## config.mk

```make
export PLATFORM = sky130hd
export DESIGN_NAME = pipe_fde_regs
export DESIGN_NICKNAME = d
export VERILOG_FILES = /design/src/rtl/pipe_fde_regs.sv
export SDC_FILE = /design/constraint.sdc
export NUM_CORES = 1
export LEC_CHECK = 0
export ABC_AREA = 1
export BUFFER_PORTS_ARGS = -buffer_cell sky130_fd_sc_hd__buf_2
export CAP_MARGIN = 5
export CORE_AREA = 3 3 170 172
export DETAILED_ROUTE_END_ITERATION = 16
export DIE_AREA = 0 0 173 175
export PLACE_DENSITY = 0.52
export SLEW_MARGIN = 10
export SYNTH_ARGS = -nofsm -noshare
export SYNTH_HDL_FRONTEND = slang
export SYNTH_SLANG_ARGS = --single-unit
```

## constraint.sdc

```tcl
create_clock -name clk -period 2.1 [get_ports clk]
set_input_delay 0.315 -clock clk [delete_from_list [all_inputs] [get_ports clk]]
set_output_delay 0.315 -clock clk [all_outputs]
set_load 0.05 [all_outputs]
```

## src/rtl/pipe_fde_regs.sv

```systemverilog
// pipe_fde_regs
//   Fetch/decode/execute pipeline register bank of the 5-stage MIPS core.
//   Holds the fetch PC, the F->D register (InstrD, PCPlus4D, ValidD) and the
//   D->E register (controls, operands, register fields, ValidE). It consumes
//   the hazard unit's StallF/StallD/FlushE and feeds rsE/rtE/WriteRegE/
//   RegWriteE/MemtoRegE back to it.
//
//   Optional feature macro: PIPE_PERF_CNT_EN adds saturating stall/flush
//   performance counters (StallCnt, FlushCnt) and the CNT_W parameter.
//
// Ports
//   clk, reset_n                 clock (rising edge), async active-low reset
//   StallF, StallD, FlushE       hazard unit controls
//   PCSrcD                       branch taken in D, squashes the F->D load
//   PCNextF, InstrF, PCPlus4F    fetch-stage inputs
//   RegWriteD .. ALUControlD     decoded controls for the D-stage instruction
//   RD1D, RD2D, SignImmD         D-stage operands
//   PCF                          fetch PC
//   InstrD, PCPlus4D, ValidD     F->D register contents
//   rsD, rtD                     register fields of InstrD (combinational)
//   RegWriteE .. ALUControlE     E-stage controls
//   RD1E, RD2E, SignImmE         E-stage operands
//   rsE, rtE, rdE, ValidE        E-stage register fields / valid
//   WriteRegE                    E-stage destination (combinational)
//   StallCnt, FlushCnt           perf counters (PIPE_PERF_CNT_EN only)

module pipe_fde_regs #(
    parameter int unsigned      WIDTH    = 32,
    parameter logic [WIDTH-1:0] RESET_PC = '0
`ifdef PIPE_PERF_CNT_EN
    ,
    parameter int unsigned      CNT_W    = 16
`endif
) (
    input  logic             clk,
    input  logic             reset_n,
    // hazard unit controls
    input  logic             StallF,
    input  logic             StallD,
    input  logic             FlushE,
    input  logic             PCSrcD,
    // fetch stage
    input  logic [WIDTH-1:0] PCNextF,
    input  logic [WIDTH-1:0] InstrF,
    input  logic [WIDTH-1:0] PCPlus4F,
    // decode stage
    input  logic             RegWriteD,
    input  logic             MemtoRegD,
    input  logic             MemWriteD,
    input  logic             ALUSrcD,
    input  logic             RegDstD,
    input  logic [2:0]       ALUControlD,
    input  logic [WIDTH-1:0] RD1D,
    input  logic [WIDTH-1:0] RD2D,
    input  logic [WIDTH-1:0] SignImmD,
    // outputs
    output logic [WIDTH-1:0] PCF,
    output logic [WIDTH-1:0] InstrD,
    output logic [WIDTH-1:0] PCPlus4D,
    output logic [4:0]       rsD,
    output logic [4:0]       rtD,
    output logic             RegWriteE,
    output logic             MemtoRegE,
    output logic             MemWriteE,
    output logic             ALUSrcE,
    output logic             RegDstE,
    output logic [2:0]       ALUControlE,
    output logic [WIDTH-1:0] RD1E,
    output logic [WIDTH-1:0] RD2E,
    output logic [WIDTH-1:0] SignImmE,
    output logic [4:0]       rsE,
    output logic [4:0]       rtE,
    output logic [4:0]       rdE,
    output logic [4:0]       WriteRegE,
    output logic             ValidD,
    output logic             ValidE
`ifdef PIPE_PERF_CNT_EN
    ,
    output logic [CNT_W-1:0] StallCnt,
    output logic [CNT_W-1:0] FlushCnt
`endif
);

    localparam int unsigned REG_W = 5;
    localparam int unsigned ALU_W = 3;

    // E-stage control bundle
    typedef struct packed {
        logic             reg_write;
        logic             memto_reg;
        logic             mem_write;
        logic             alu_src;
        logic             reg_dst;
        logic [ALU_W-1:0] alu_control;
    } ctrl_t;

    // state registers
    logic [WIDTH-1:0] pc_q, pc_n;
    logic [WIDTH-1:0] instr_d_q, instr_d_n;
    logic [WIDTH-1:0] pcplus4_d_q, pcplus4_d_n;
    logic             valid_d_q, valid_d_n;
    ctrl_t            ctrl_e_q, ctrl_e_n;
    logic [WIDTH-1:0] rd1_e_q, rd1_e_n;
    logic [WIDTH-1:0] rd2_e_q, rd2_e_n;
    logic [WIDTH-1:0] signimm_e_q, signimm_e_n;
    logic [REG_W-1:0] rs_e_q, rs_e_n;
    logic [REG_W-1:0] rt_e_q, rt_e_n;
    logic [REG_W-1:0] rd_e_q, rd_e_n;
    logic             valid_e_q, valid_e_n;

    // Decoded controls; write-side effects are masked for a squashed slot
    // since the decoder happily reports RegWrite=1 for the all-zero NOP.
    ctrl_t ctrl_d_c;
    always_comb begin
        ctrl_d_c             = '0;
        ctrl_d_c.reg_write   = RegWriteD & valid_d_q;
        ctrl_d_c.memto_reg   = MemtoRegD & valid_d_q;
        ctrl_d_c.mem_write   = MemWriteD & valid_d_q;
        ctrl_d_c.alu_src     = ALUSrcD;
        ctrl_d_c.reg_dst     = RegDstD;
        ctrl_d_c.alu_control = ALUControlD;
    end

    // Fetch PC next value
    always_comb begin
        pc_n = pc_q;
        if (!StallF) begin
            pc_n = PCNextF;
        end
    end

    // F->D next value: stall holds, taken branch squashes, otherwise load
    always_comb begin
        instr_d_n   = instr_d_q;
        pcplus4_d_n = pcplus4_d_q;
        valid_d_n   = valid_d_q;
        if (StallD) begin
            instr_d_n   = instr_d_q;
            pcplus4_d_n = pcplus4_d_q;
            valid_d_n   = valid_d_q;
        end else if (PCSrcD) begin
            instr_d_n   = '0;
            pcplus4_d_n = '0;
            valid_d_n   = 1'b0;
        end else begin
            instr_d_n   = InstrF;
            pcplus4_d_n = PCPlus4F;
            valid_d_n   = 1'b1;
        end
    end

    // D->E next value: flush inserts an all-zero bubble, otherwise load
    always_comb begin
        ctrl_e_n    = '0;
        rd1_e_n     = '0;
        rd2_e_n     = '0;
        signimm_e_n = '0;
        rs_e_n      = '0;
        rt_e_n      = '0;
        rd_e_n      = '0;
        valid_e_n   = 1'b0;
        if (!FlushE) begin
            ctrl_e_n    = ctrl_d_c;
            rd1_e_n     = RD1D;
            rd2_e_n     = RD2D;
            signimm_e_n = SignImmD;
            rs_e_n      = instr_d_q[25:21];
            rt_e_n      = instr_d_q[20:16];
            rd_e_n      = instr_d_q[15:11];
            valid_e_n   = valid_d_q;
        end
    end

    // Stage registers
    always_ff @(posedge clk or negedge reset_n) begin
        if (!reset_n) begin
            pc_q        <= RESET_PC;
            instr_d_q   <= '0;
            pcplus4_d_q <= '0;
            valid_d_q   <= 1'b0;
            ctrl_e_q    <= '0;
            rd1_e_q     <= '0;
            rd2_e_q     <= '0;
            signimm_e_q <= '0;
            rs_e_q      <= '0;
            rt_e_q      <= '0;
            rd_e_q      <= '0;
            valid_e_q   <= 1'b0;
        end else begin
            pc_q        <= pc_n;
            instr_d_q   <= instr_d_n;
            pcplus4_d_q <= pcplus4_d_n;
            valid_d_q   <= valid_d_n;
            ctrl_e_q    <= ctrl_e_n;
            rd1_e_q     <= rd1_e_n;
            rd2_e_q     <= rd2_e_n;
            signimm_e_q <= signimm_e_n;
            rs_e_q      <= rs_e_n;
            rt_e_q      <= rt_e_n;
            rd_e_q      <= rd_e_n;
            valid_e_q   <= valid_e_n;
        end
    end

`ifdef PIPE_PERF_CNT_EN
    // Saturating stall/flush event counters
    localparam logic [CNT_W-1:0] CNT_MAX = '1;

    logic [CNT_W-1:0] stall_cnt_q;
    logic [CNT_W-1:0] flush_cnt_q;
    logic             flush_ev_c;

    // a taken branch only squashes D when the stall is not holding it
    assign flush_ev_c = FlushE | (PCSrcD & ~StallD);

    always_ff @(posedge clk or negedge reset_n) begin
        if (!reset_n) begin
            stall_cnt_q <= '0;
            flush_cnt_q <= '0;
        end else begin
            if (StallD && (stall_cnt_q != CNT_MAX)) begin
                stall_cnt_q <= stall_cnt_q + CNT_W'(1);
            end
            if (flush_ev_c && (flush_cnt_q != CNT_MAX)) begin
                flush_cnt_q <= flush_cnt_q + CNT_W'(1);
            end
        end
    end

    assign StallCnt = stall_cnt_q;
    assign FlushCnt = flush_cnt_q;
`endif

    // Output mapping
    assign PCF         = pc_q;
    assign InstrD      = instr_d_q;
    assign PCPlus4D    = pcplus4_d_q;
    assign ValidD      = valid_d_q;
    assign rsD         = instr_d_q[25:21];
    assign rtD         = instr_d_q[20:16];

    assign RegWriteE   = ctrl_e_q.reg_write;
    assign MemtoRegE   = ctrl_e_q.memto_reg;
    assign MemWriteE   = ctrl_e_q.mem_write;
    assign ALUSrcE     = ctrl_e_q.alu_src;
    assign RegDstE     = ctrl_e_q.reg_dst;
    assign ALUControlE = ctrl_e_q.alu_control;
    assign RD1E        = rd1_e_q;
    assign RD2E        = rd2_e_q;
    assign SignImmE    = signimm_e_q;
    assign rsE         = rs_e_q;
    assign rtE         = rt_e_q;
    assign rdE         = rd_e_q;
    assign ValidE      = valid_e_q;

    // destination register selected by the E-stage RegDst
    assign WriteRegE   = ctrl_e_q.reg_dst ? rd_e_q : rt_e_q;

endmodule

```

## Word-level counts from Yosys, hierarchy flattened

Cells that the tools add are included.
Widths: inputs -> output; s select.

| operators by class | value |
|---|---|
| $lt $le $gt $ge | 0 |
| multipliers | 0 |
| bitwise operators | 3 |
| add/sub/neg operators | 0 |
| mux-type cells | 12 |
| reductions and logical operators | 0 |
| div/mod/pow operators | 0 |
| shifts and indexed selects | 0 |
| equal/unequal tests | 0 |

Operators with widths:

| kind | count |
|---|---|
| $mux 32 | 5 |
| $mux 5 | 4 |
| $mux 8 | 1 |
| $and 1x1->1 | 3 |
| $mux 1 | 2 |

| word-level totals | value |
|---|---|
| memory bits (read-only) | 0 |
| memory bits (writable) | 0 |
| latch bits | 0 |
| word-level logic and storage cells | 32 |
| memories | 0 |
| output and inout bits | 232 |
| input bits | 206 |
| bits in registers | 217 |

## Logic depth before layout (Yosys ltp)

| depth | value |
|---|---|
| word-level depth | 2 |
| depth in mapped cells | 4 |
| mapped depth without buffers | 3 |

## Worst setup path before layout

No wires, ideal clock.

| path | value |
|---|---|
| path kind | register to output |
| from | register ctrl_e_q, in the netlist RegDstE |
| to | output port WriteRegE[0] |
| slack | -132 ps |
| arrival time | 1917 ps |
| cell stages (with the launch flop) | 3 |
| path through | dfrtp_1 > clkbuf_1 > o21ai_0 |

| between the ends | value |
|---|---|
| longest elaborated chain between the ends | 1 |

RTL lines:

| what | RTL line | RTL |
|---|---|---|
| from (decl) | 102 | `ctrl_t ctrl_e_q, ctrl_e_n;` |
| from (signal assigned) | 194 | `ctrl_e_q <= ctrl_e_n;` |
| $mux 5 | 257 | `assign WriteRegE = ctrl_e_q.reg_dst ? rd_e_q : rt_e_q;` |
| to (decl) | 74 | `output logic [4:0] WriteRegE,` |

Every way passes these cells.

## Worst setup path after layout

| path | value |
|---|---|
| from | register ctrl_e_q, in the netlist RegDstE |
| to | output port WriteRegE[2] |

The elaborated chain is that of the path after synthesis.

==> flow_summary_export.csv <==
group,metric,value,unit
outcome,status,"completed",
timing,worst_slew_margin_relative_to_its_limit,0.559,
power_and_ir_drop,seq_power_share,0.409,
synth,synthAdderAreaFrac,0,
setup_path,cp.required,1780,ps
clock_network,tritoncts,"yes",
place,numPortBuffers,437,
floorplanning,io_pins,438,
synth,syn_avg_cell_area,9.65,um2
timing,grt_setup_unrepaired,"no",
synth,post_synth_and_or_nand_nor_area_fraction,0.172,
synth,yosys-mux-area-fraction,0,
layout,share_of_cells_above_drive_strength_1,0.349,
flow_run,drv.max_cap_violation_count,0,
global_routing,globalRoute.totalOverflow,0,
setup_path,r2r_slack,1240,ps
setup_path,worstSetupStartpointType,"flip-flop",
route,avgViaCountPerCell,3.94,
global_routing,first_global_vias,7460,
route,firstDrtPassIters,4,
floorplanning,placeableCoreArea,27600,um2
timing,layout_min_cycle_time,1780,ps
power_and_ir_drop,ir_drop,670,uV
worst_hold_path,min_from,"RD2D[31]",
layout,area_growth,63.8,%
floorplanning,die_x,173,um
route,detail_route.wl_per_cell,14.3,um
layout,finalNetCount,1598,
route,post-route-drc-count,0,
synth,postSynth.topFlopCell,"sky130_fd_sc_hd__dfrtp_1",
global_routing,grt_pass1_wl,40000,um
clock_network,cts_post_setup_buffers_inserted,0,
synth,ys_types,9,
setup_path,timing.setup.critical_path_class,"flip-flop to output port",
floorplanning,fp-row-count,61,
synth,synth_largest_type_area_fraction,0.698,
synth,netlist_instances,807,
synth,synth_sequential_area_ratio,0.698,
power_and_ir_drop,power.static_leakage,7.51,nW
clock_network,cts_htree_levels,1,
power_and_ir_drop,switching_share,0.312,
synth,async_flop_share,1.00,
clock_network,clkSinkCount,217,
synth,synth_xor_area_frac,0,
global_routing,grt_antenna_before_repair,2,
route,detail-route-antenna-nets,0,
power_and_ir_drop,internal_power,7.72,mW
floorplanning,die-area,30300,um2
power_and_ir_drop,power_share_of_the_combinational_group,0.203,
synth,synthTopCellsByArea,"sky130_fd_sc_hd__dfrtp_1, sky130_fd_sc_hd__nand2_1, sky130_fd_sc_hd__inv_1",
synth,synth.most_common_cell,"sky130_fd_sc_hd__nand2_1",
power_and_ir_drop,switchingPower,3.50,mW
power_and_ir_drop,powerDensity,880,nW/um2
timing,highest_clock_frequency_the_design_can_meet,562,MHz
timing,finalHoldViolCount,0,
clock_network,cts_buffers,25,
timing,final_cycle_share,0.847,
synth,synth_fp_nets,1013,
global_routing,grt_util_all_layers,0.163,
clock_network,clock-root-buffer,"sky130_fd_sc_hd__clkbuf_16",
timing,final_number_of_max_transition_violations,0,
power_and_ir_drop,power_frac_clock,0.388,
worst_hold_path,hold_path_class,"input pin to flip-flop",
worst_hold_path,hold_path_end,"RD2E[31]",
synth,syn-cell-area,7780,um2
global_routing,grt_start_max_net_pins,70,
layout,finish.cell_count_without_fillers,1789,
synth,dominant_cell_type_by_area_after_synthesis,"sky130_fd_sc_hd__dfrtp_1",
clock_network,clock_latency,520,ps
setup_path,worst_r2r_startpoint,"ValidD",
setup_path,crit_path_end_kind,"output port",
synth,syn_warnings,0,
floorplanning,chipHeight,175,um
setup_path,timing.critical_path.fanout_max,11,
route,vias,7049,
clock_network,clock_tree.buffer_depth,3,
setup_path,cp_data_arrival_time,1460,ps
synth,synth_top_family_by_area,"simple AND/OR/NAND/NOR gates",
setup_path,logic_depth_of_the_worst_register_to_register_path,2,
timing,clock-skew-final,11.9,ps
place,gp_routability_congestion,0.792,
synth,synth-edff-count,0,
synth,most_frequent_cells_after_synthesis,"sky130_fd_sc_hd__nand2_1, sky130_fd_sc_hd__dfrtp_1, sky130_fd_sc_hd__inv_1, sky130_fd_sc_hd__nor2_1, sky130_fd_sc_hd__o21ai_0",
route,wirelength,25700,um
place,dp_hpwl,17300,um
floorplanning,starting_utilization_of_the_core_area,0.282,
route,first_iter_violations,221,
clock_network,clk_transition_reported_paths,60,ps
worst_hold_path,hold-path-cell-count,3,
timing,setup_viol,0,
synth,synth-compound-area-share,0.0244,
synth,synth-seq-cells,217,
timing,fin_worst_hold_slack,27.0,ps
place,place.detailed.instances,1588,
setup_path,r2r-end,"MemWriteE",
timing,timing_worst_slew_pin_value,661,ps
-- power groups by stage --
stage	sequential (mW)	clock (mW)	combinational [mW]
3_5_place_dp	4.65	0	2.06
6_report	4.59	4.35	2.28
3_3_place_gp	4.65	0	2.06
2_1_floorplan	5.61	0	0.396
4_1_cts	4.59	4.52	2.29
5_1_grt	4.62	4.68	2.43
-- cells in the final DEF, fill, tap and decap left out, drive strengths merged --
master         n
bufinv         2
dlygate4sd3  155
clkbuf        31
diode          1
dfrtp        217
inv          157
nor2         121
clkinv         6
clkinvlp       3
nand2        233
buf          447
o21ai         38
-- metal layers --
layer	track usage	up-vias	routed length (um)
li1	-	3460	-
met1	0.193	3190	10200
met2	0.282	338	12400
met3	0.0524	59	2250
met4	0.0524	2	732
met5	0	-	20
-- stage by stage --
stage | power (mW) | TNS, ps | utilization | worst slack [ps] | cell area, um2
floorplan | 6.01 | -659 | - | -132 | 7780
global placement | 6.71 | 0 | 0.375 | 789 | 10400
detailed placement | 6.72 | 0 | 0.375 | 783 | 10400
CTS | 11.4 | 0 | 0.461 | 282 | 12700
global route | 11.7 | 0 | 0.462 | 212 | 12800
finish | 11.2 | 0 | 0.462 | 321 | 12800
-- worst max-delay path by stage --
stage	end	start	slack, ps
after floorplan	WriteRegE[0]	RegDstE	-130
after global placement	ValidD	StallD	790
after detailed placement	ValidD	StallD	780
after CTS	WriteRegE[2]	RegDstE	280
after global routing	WriteRegE[1]	RegDstE	210
final	WriteRegE[2]	RegDstE	320
-- area by class of cell --
class,instances,area [um2]
Inverter,154,578
Multi-Input combinational cell,392,1530
Timing Repair Buffer,602,3900
Antenna cell,1,2.50
Sequential cell,217,5430
Tap cell,378,473
Clock inverter,14,141
Clock buffer,31,698
Fill cell,2615,14900
-- what timing repair did --
| item | CTS | global route |
|---|---|---|
| hold buffers | 155 | 0 |
| gates resized for setup | 0 | 0 |
| hold endpoints to repair | 198 | 0 |
-- sequential cells by signal, summed over array words and instances, names as in the netlist, 3 cells and up --
name	cells
PCPlus4D	32
RD2E	32
rsE	5
rtE	5
SignImmE	32
rdE	5
RD1E	32
PCF	32
ALUControlE	3
InstrD	32
-- cell families (layout without fill, tap and decap cells) --
group           Yosys count  in the layout
compound gates           38             38
buf+inv                 198            801
flops                   217            217
other cells               0              1
simple gates            354            354
-- critical path, stage by stage, from the launching register on --
cell and delay, ps:
sky130_fd_sc_hd__dfrtp_1 480, sky130_fd_sc_hd__o21ai_0 190, sky130_fd_sc_hd__buf_2 290
No activity file was read; power rests on OpenSTA's default activity.
